===== src/rtl/cnn_pkg.sv =====
// Shared definitions for the CNN streaming stages: default data width, the
// signed maximum used by the pooling datapath, and pooled-frame geometry checks.
package cnn_pkg;

    localparam int DWIDTH_DEFAULT = 32;

    // Widest activation the shared helpers support; narrower data is sign-extended into it.
    localparam int MAX_DWIDTH = 64;

    typedef logic signed [MAX_DWIDTH-1:0] wide_t;

    // Signed maximum; on a tie either operand is the same value.
    function automatic wide_t smax(input wide_t a, input wide_t b);
        return (a >= b) ? a : b;
    endfunction

    // 2x2 stride-2 pooling needs even, non-degenerate frame dimensions.
    function automatic bit pool_dims_ok(input int img_w, input int img_h);
        return (img_w >= 2) && (img_h >= 2) && ((img_w % 2) == 0) && ((img_h % 2) == 0);
    endfunction

    // Index width that never collapses to zero bits.
    function automatic int idx_width(input int depth);
        return (depth > 1) ? $clog2(depth) : 1;
    endfunction

endpackage


===== src/rtl/pool_line_buffer.sv =====
// Half-width line buffer holding the horizontal maxima of the last even row.
// One synchronous write port, one asynchronous read port, no reset.
module pool_line_buffer #(
    parameter int DEPTH  = 14,
    parameter int DWIDTH = 32,
    parameter int AW     = 4
) (
    input  logic                     clk,
    input  logic                     we,
    input  logic [AW-1:0]            waddr,
    input  logic signed [DWIDTH-1:0] wdata,
    input  logic [AW-1:0]            raddr,
    output logic signed [DWIDTH-1:0] rdata
);

    logic signed [DWIDTH-1:0] mem [DEPTH];

    always_ff @(posedge clk) begin
        if (we) begin
            mem[waddr] <= wdata;
        end
    end

    assign rdata = mem[raddr];

endmodule


===== src/rtl/max_pool_2x2.sv =====
// Streaming 2x2 stride-2 max pooling over raster-order frames with a single
// registered output slot; backpressure stalls the input directly.
module max_pool_2x2
    import cnn_pkg::*;
#(
    parameter int DWIDTH = DWIDTH_DEFAULT,
    parameter int IMG_W  = 28,
    parameter int IMG_H  = 28
) (
    input  logic                     clk,
    input  logic                     rst_n,
    input  logic                     in_valid,
    output logic                     in_ready,
    input  logic signed [DWIDTH-1:0] in_data,
    output logic                     out_valid,
    input  logic                     out_ready,
    output logic signed [DWIDTH-1:0] out_data,
    output logic                     out_last
);

    localparam int CW       = idx_width(IMG_W);
    localparam int RW       = idx_width(IMG_H);
    localparam int LB_DEPTH = IMG_W / 2;
    localparam int AW       = idx_width(LB_DEPTH);

    generate
        if (!pool_dims_ok(IMG_W, IMG_H)) begin : g_bad_dims
            $error("max_pool_2x2: IMG_W and IMG_H must be even and >= 2");
        end
        if (DWIDTH > MAX_DWIDTH || DWIDTH < 1) begin : g_bad_width
            $error("max_pool_2x2: DWIDTH out of supported range");
        end
    endgenerate

    logic [CW-1:0]            col_reg, col_next;
    logic [RW-1:0]            row_reg, row_next;
    logic signed [DWIDTH-1:0] pair_reg, pair_next;
    logic                     out_valid_reg, out_valid_next;
    logic signed [DWIDTH-1:0] out_data_reg, out_data_next;
    logic                     out_last_reg, out_last_next;

    logic                     accept;
    logic                     col_last;
    logic                     row_last;
    logic                     odd_col;
    logic                     odd_row;
    logic                     lb_we;
    logic                     load;
    logic [AW-1:0]            lb_addr;
    logic signed [DWIDTH-1:0] lb_rdata;
    logic signed [DWIDTH-1:0] hmax;
    logic signed [DWIDTH-1:0] vmax;

    // A new beat may enter whenever the output slot is empty or being drained.
    assign in_ready = !out_valid_reg || out_ready;
    assign accept   = in_valid && in_ready;

    assign col_last = (col_reg == CW'(IMG_W - 1));
    assign row_last = (row_reg == RW'(IMG_H - 1));
    assign odd_col  = col_reg[0];
    assign odd_row  = row_reg[0];

    assign lb_addr  = AW'(col_reg >> 1);
    assign hmax     = DWIDTH'(smax(wide_t'(pair_reg), wide_t'(in_data)));
    assign vmax     = DWIDTH'(smax(wide_t'(lb_rdata), wide_t'(hmax)));

    // Even rows park their horizontal maxima; odd rows close the window.
    assign lb_we    = accept && odd_col && !odd_row;
    assign load     = accept && odd_col && odd_row;

    pool_line_buffer #(
        .DEPTH  (LB_DEPTH),
        .DWIDTH (DWIDTH),
        .AW     (AW)
    ) u_line_buffer (
        .clk   (clk),
        .we    (lb_we),
        .waddr (lb_addr),
        .wdata (hmax),
        .raddr (lb_addr),
        .rdata (lb_rdata)
    );

    always_comb begin
        col_next       = col_reg;
        row_next       = row_reg;
        pair_next      = pair_reg;
        out_valid_next = out_valid_reg;
        out_data_next  = out_data_reg;
        out_last_next  = out_last_reg;

        if (accept) begin
            if (col_last) begin
                col_next = '0;
                row_next = row_last ? '0 : row_reg + RW'(1);
            end else begin
                col_next = col_reg + CW'(1);
            end
            if (!odd_col) begin
                pair_next = in_data;
            end
        end

        // A load wins over a drain so a back-to-back result never leaves a bubble.
        if (load) begin
            out_valid_next = 1'b1;
            out_data_next  = vmax;
            out_last_next  = row_last && col_last;
        end else if (out_ready) begin
            out_valid_next = 1'b0;
        end
    end

    always_ff @(posedge clk or negedge rst_n) begin
        if (!rst_n) begin
            col_reg       <= '0;
            row_reg       <= '0;
            pair_reg      <= '0;
            out_valid_reg <= 1'b0;
            out_data_reg  <= '0;
            out_last_reg  <= 1'b0;
        end else begin
            col_reg       <= col_next;
            row_reg       <= row_next;
            pair_reg      <= pair_next;
            out_valid_reg <= out_valid_next;
            out_data_reg  <= out_data_next;
            out_last_reg  <= out_last_next;
        end
    end

    assign out_valid = out_valid_reg;
    assign out_data  = out_data_reg;
    assign out_last  = out_last_reg;

endmodule


===== config.mk =====
export PLATFORM = sky130hd
export DESIGN_NAME = max_pool_2x2
export DESIGN_NICKNAME = d
export VERILOG_FILES = /design/src/rtl/cnn_pkg.sv /design/src/rtl/pool_line_buffer.sv /design/src/rtl/max_pool_2x2.sv
export SDC_FILE = /design/constraint.sdc
export NUM_CORES = 1
export LEC_CHECK = 0
export BUFFER_PORTS_ARGS = -buffer_cell sky130_fd_sc_hd__buf_4
export CAP_MARGIN = 25
export CORE_ASPECT_RATIO = 1.1
export CORE_MARGIN = 1.5
export CORE_UTILIZATION = 56
export CTS_CLUSTER_DIAMETER = 50
export DETAILED_ROUTE_END_ITERATION = 10
export PLACE_DENSITY = 0.79
export SETUP_SLACK_MARGIN = 0.02
export SLEW_MARGIN = 0
export SYNTH_ARGS = -nofsm -noshare
export SYNTH_HDL_FRONTEND = slang
export SYNTH_SLANG_ARGS = --single-unit

===== constraint.sdc =====
create_clock -name clk -period 6.8 [get_ports clk]
set_input_delay 0 -clock clk [delete_from_list [all_inputs] [get_ports clk]]
set_output_delay 0 -clock clk [all_outputs]
set_load 0.05 [all_outputs]

==> metrics.md <==
| Metric | Value |
|---|---|
| Critical Path Start Type | `flip-flop` |
| First-pass GRT wire length | `between 70000 and 80000 microns` |
| Vias | `12237` |
| Sw power | `4256 uW` |
| DP HPWL | `approximately 30000 microns` |
| DR vias/cell | `around 6.4` |
| Flops & latches, synth | `524` |
| Initial antenna violation count | `0` |
| Post-Syn Instances | `approximately 1200` |
| Post-DRT Antenna Nets | `0` |
| Post-synth EDFFs | `approximately 450` |
| Number of remaining DRC errors | `0` |
| Logic gate share of total power | `0.378` |
| Max capacitance violation total | `0` |
| Status | `completed` |
| Drt pass-1 iters | `6` |
| Min cycle time layout | `just under 6 ns` |
| Share of power burned in registers | `0.395` |
| First DRT Iteration DRCs | `around 1400` |
| Final setup viols | `0` |
| Total congestion overflow | `0` |
| Port bufs | `70` |
| RSZ-0062 raised after global routing | `false` |
| Setup tns final | `0 ns` |
| Worst path required time | `7.30 ns` |
| Routed WL per cell | `26.67 microns` |
| Min-delay worst type | `primary input to flip-flop` |
| Clock Power Share | `0.227` |
| Top_reg_cell synth | `edfxtp_1` |
| Share of post-route cells with drive strength above 1 | `0.2809` |
| Fill cells | `~2500` |
| Library cells used by synthesis | `46` |
| Crit share post-route | `0.8669` |
| Ports | `a little over 70` |
| Peak VDD IR | `between 300 and 400 uV` |
| Vias in the first global route | `around 13000` |
| Multiplexer area fraction after synthesis | `0.1683` |
| Slew @ Worst Pin | `between 1 and 1.5 ns` |
| Main combinational cell family by area after synthesis | `multiplexers` |
| Mapped cell area | `0.02220 sq mm` |
| Final nets | `1468` |
| WL final | `51120 microns` |
| Syn nets | `around 1300` |
| Core footprint | `0.03908 sq mm` |
| Slew Limit Fails | `0` |
| DIE AREA | `0.04085 sq mm` |
| Pin count of the biggest net entering global routing | `48` |
| Ys Warns | `0` |
| Register area | `~0.015 sq mm` |
| Hold Vio Cnt, Final | `0` |
| Worst r2r path cells | `19` |
| Slew headroom | `0.3270` |
| Fmax | `around 170 MHz` |
| Compound-Gate Fraction of Synth Area | `0.04047` |
| Worst setup margin | `slightly above 0.9 ns` |
| Post-CTS Setup Inserts | `0` |
| CTS root buffer | `clkbuf_16` |
| GP Congestion | `between 0.7 and 0.8` |
| Power Total | `about 12000 uW` |
| Mean Syn Cell Area | `approximately 18 sq um` |
| Post-synthesis xor/xnor area fraction | `0` |
| Longest Clk Path Bufs | `3` |
| Place WS | `1.050 ns` |
| Area grow syn2layout | `14.87%` |
| Fraction of registers with async set/reset | `0.1450` |
| Post-Synth Simple-Gate Area | `0.03957` |
| Max FFs per register | `between 400 and 500` |
| Arr. time, crit path | `6.40 ns` |
| Sw frac | `0.3527` |
| Final core utilization | `0.6525` |
| Pleak | `approximately 0.0091 uW` |
| Adder-cell share of the synthesized area | `0.03720` |
| Hold depth | `3` |
| Pwr Density | `473.1 mW/mm^2` |
| CTS Buf Count | `between 50 and 60` |
| Die Width | `just under 200 microns` |
| H-tree levels | `2` |
| # rows | `76` |
| Critical path peak fanout | `32` |
| Clock slew at reported path FFs | `about 0.06 ns` |
| GRT Overall Usage | `0.2629` |
| Multi-input gate area in the final layout | `around 0.0065 sq mm` |
| Seq/Total Area, Yosys | `0.6917` |
| Die height | `roughly 210 microns` |
| Initial cell density of the core | `0.5680` |
| Fin Clk Skew | `between 0.015 and 0.02 ns` |
| ANT cells | `0` |
| Clock sinks | `524` |
| Int Pwr | `7809 uW` |
| Crit Path Class | `flip-flop to flip-flop` |
| Worst skew pair latency | `between 0.5 and 0.6 ns` |
| Crit path capture type | `flip-flop` |
| Post-CTS resize count | `0` |
| CTS tree | `done` |
[power by group through the flow]
stage | sequential (uW) | clock [uW] | combinational [uW]
floorplan | 4840 | 0 | 3070
global placement | 4810 | 0 | 4320
detailed placement | 4830 | 0 | 4480
CTS | 4760 | 2780 | 4560
global route | 4800 | 2900 | 4930
finish | 4760 | 2740 | 4560
[worst max-delay path: stages (launching register included)]
cell and delay, ns:
dfrtp_1 0.36, inv_1 0.05, ha_1 0.26, nand2b_1 0.15, a2111o_1 0.41, a211oi_1 0.25, o41ai_1 0.20, a211oi_4 0.27
buf_4 0.62, mux2_4 0.40, inv_1 0.07, ha_1 0.32, a21oi_1 0.18, o21ai_0 0.15, a221oi_1 0.40, o221ai_1 0.31
a2bb2oi_4 0.19, and2_1 0.58, buf_4 0.39, a221o_1 0.22
[final cells by class]
| class | instances | share of cell area |
|---|---|---|
| timing repair buffer | 136 | 0.04583 |
| clock inverter | 24 | 0.006673 |
| inverter | 65 | 0.009568 |
| sequential | 524 | 0.6025 |
| tap | 507 | 0.02488 |
| multi-input combinational | 587 | 0.2530 |
| clock buffer | 74 | 0.05746 |
[stage by stage]
stage,instances,hold slack (ns),instance area (sq um)
floorplan,1238,-0.2956,22200
global placement,1780,0.2548,23440
detailed placement,1782,0.001930,23480
CTS,1917,0.2174,25500
global route,1917,0.2413,25500
finish,1917,0.2382,25500
[cells by family after synthesis]
| kind of cell | count (synthesis) |
|---|---|
| flip-flops | 524 |
| AO/OA/AOI/OAI | 130 |
| multiplexers | 195 |
| adder cells (fa/ha/maj) | 66 |
| buffers and inverters | 127 |
| AND/OR/NAND/NOR | 196 |
[final timing paths]
check	to	from	slack, ns
min in group asynchronous	pair_reg[6]$_DFFE_PN0P_	rst_n	0.51
min reg2reg	out_last$_DFFE_PN0P_	out_last$_DFFE_PN0P_	0.49
max reg2reg	out_data[11]$_DFFE_PN0P_	pair_reg[0]$_DFFE_PN0P_	0.90
max	out_data[11]$_DFFE_PN0P_	pair_reg[0]$_DFFE_PN0P_	0.90
min	pair_reg[0]$_DFFE_PN0P_	in_data[0]	0.24
max in group asynchronous	pair_reg[19]$_DFFE_PN0P_	rst_n	6.04
[per-layer routing]
metal  vias to the layer above  GRT usage  part of all wire
li1                       5151          -                 -
met2                       666     0.4286              0.50
met3                       108    0.04111             0.086
met4                         0    0.08500             0.027
met1                      6312     0.3665              0.39
met5                         -          0                 0
[repair_timing]
| item | 4_1_cts | 5_1_grt |
|---|---|---|
| hold endpoints to repair | 564 | 0 |
| setup endpoints to repair | 0 | 0 |
| hold buffers | 37 | 0 |
[Yosys cell counts (2+ instances only)]
library cell,count,share of area
nand2_1,94,0.016
mux4_2,127,0.13
nand3b_1,2,0.00068
a211oi_1,2,0.00068
nand4_1,12,0.0034
a21o_1,6,0.0020
nor2_1,49,0.0083
mux2_4,30,0.020
ha_1,66,0.037
inv_1,65,0.011
o21ai_0,45,0.010
mux2i_1,2,0.00090
a221o_1,32,0.014
edfxtp_1,448,0.61
buf_2,5,0.0011
a21oi_1,31,0.0070
clkbuf_1,45,0.0076
and4b_1,2,0.00090
dfrtp_1,76,0.086
mux2_2,36,0.018
and2_1,3,0.00085
nor3_1,9,0.0020
nand2b_1,9,0.0025
nand3_1,7,0.0016
buf_1,9,0.0015
a221oi_1,2,0.00079
o21a_1,3,0.0010
buf_6,3,0.0015
[placed cells by master (no fill, tap or decap), types with 2 or more instances in the layout]
cell	netlist	final
a211oi_1	2	2
a21o_1	6	6
a21oi_1	31	31
a221o_1	32	32
a221oi_1	2	2
and2_1	3	3
and4b_1	2	2
buf_12	0	3
buf_4	0	96
clkbuf_1	45	15
clkbuf_16	0	53
clkbuf_8	0	6
clkinv_1	0	7
clkinv_2	0	7
clkinvlp_4	0	2
dfrtp_1	76	72
dfrtp_2	0	2
dfrtp_4	0	2
dlygate4sd3_1	0	36
edfxtp_1	448	448
ha_1	66	66
inv_1	65	65
inv_6	0	6
mux2_2	36	36
mux2_4	30	30
mux2i_1	2	2
mux4_2	127	127
nand2_1	94	94
nand2b_1	9	8
nand3_1	7	6
nand3b_1	2	2
nand4_1	12	12
nor2_1	49	39
nor2_4	0	10
nor3_1	9	5
nor3_2	0	4
o21a_1	3	3
o21ai_0	45	45
Power figures use the tool's default switching activity.
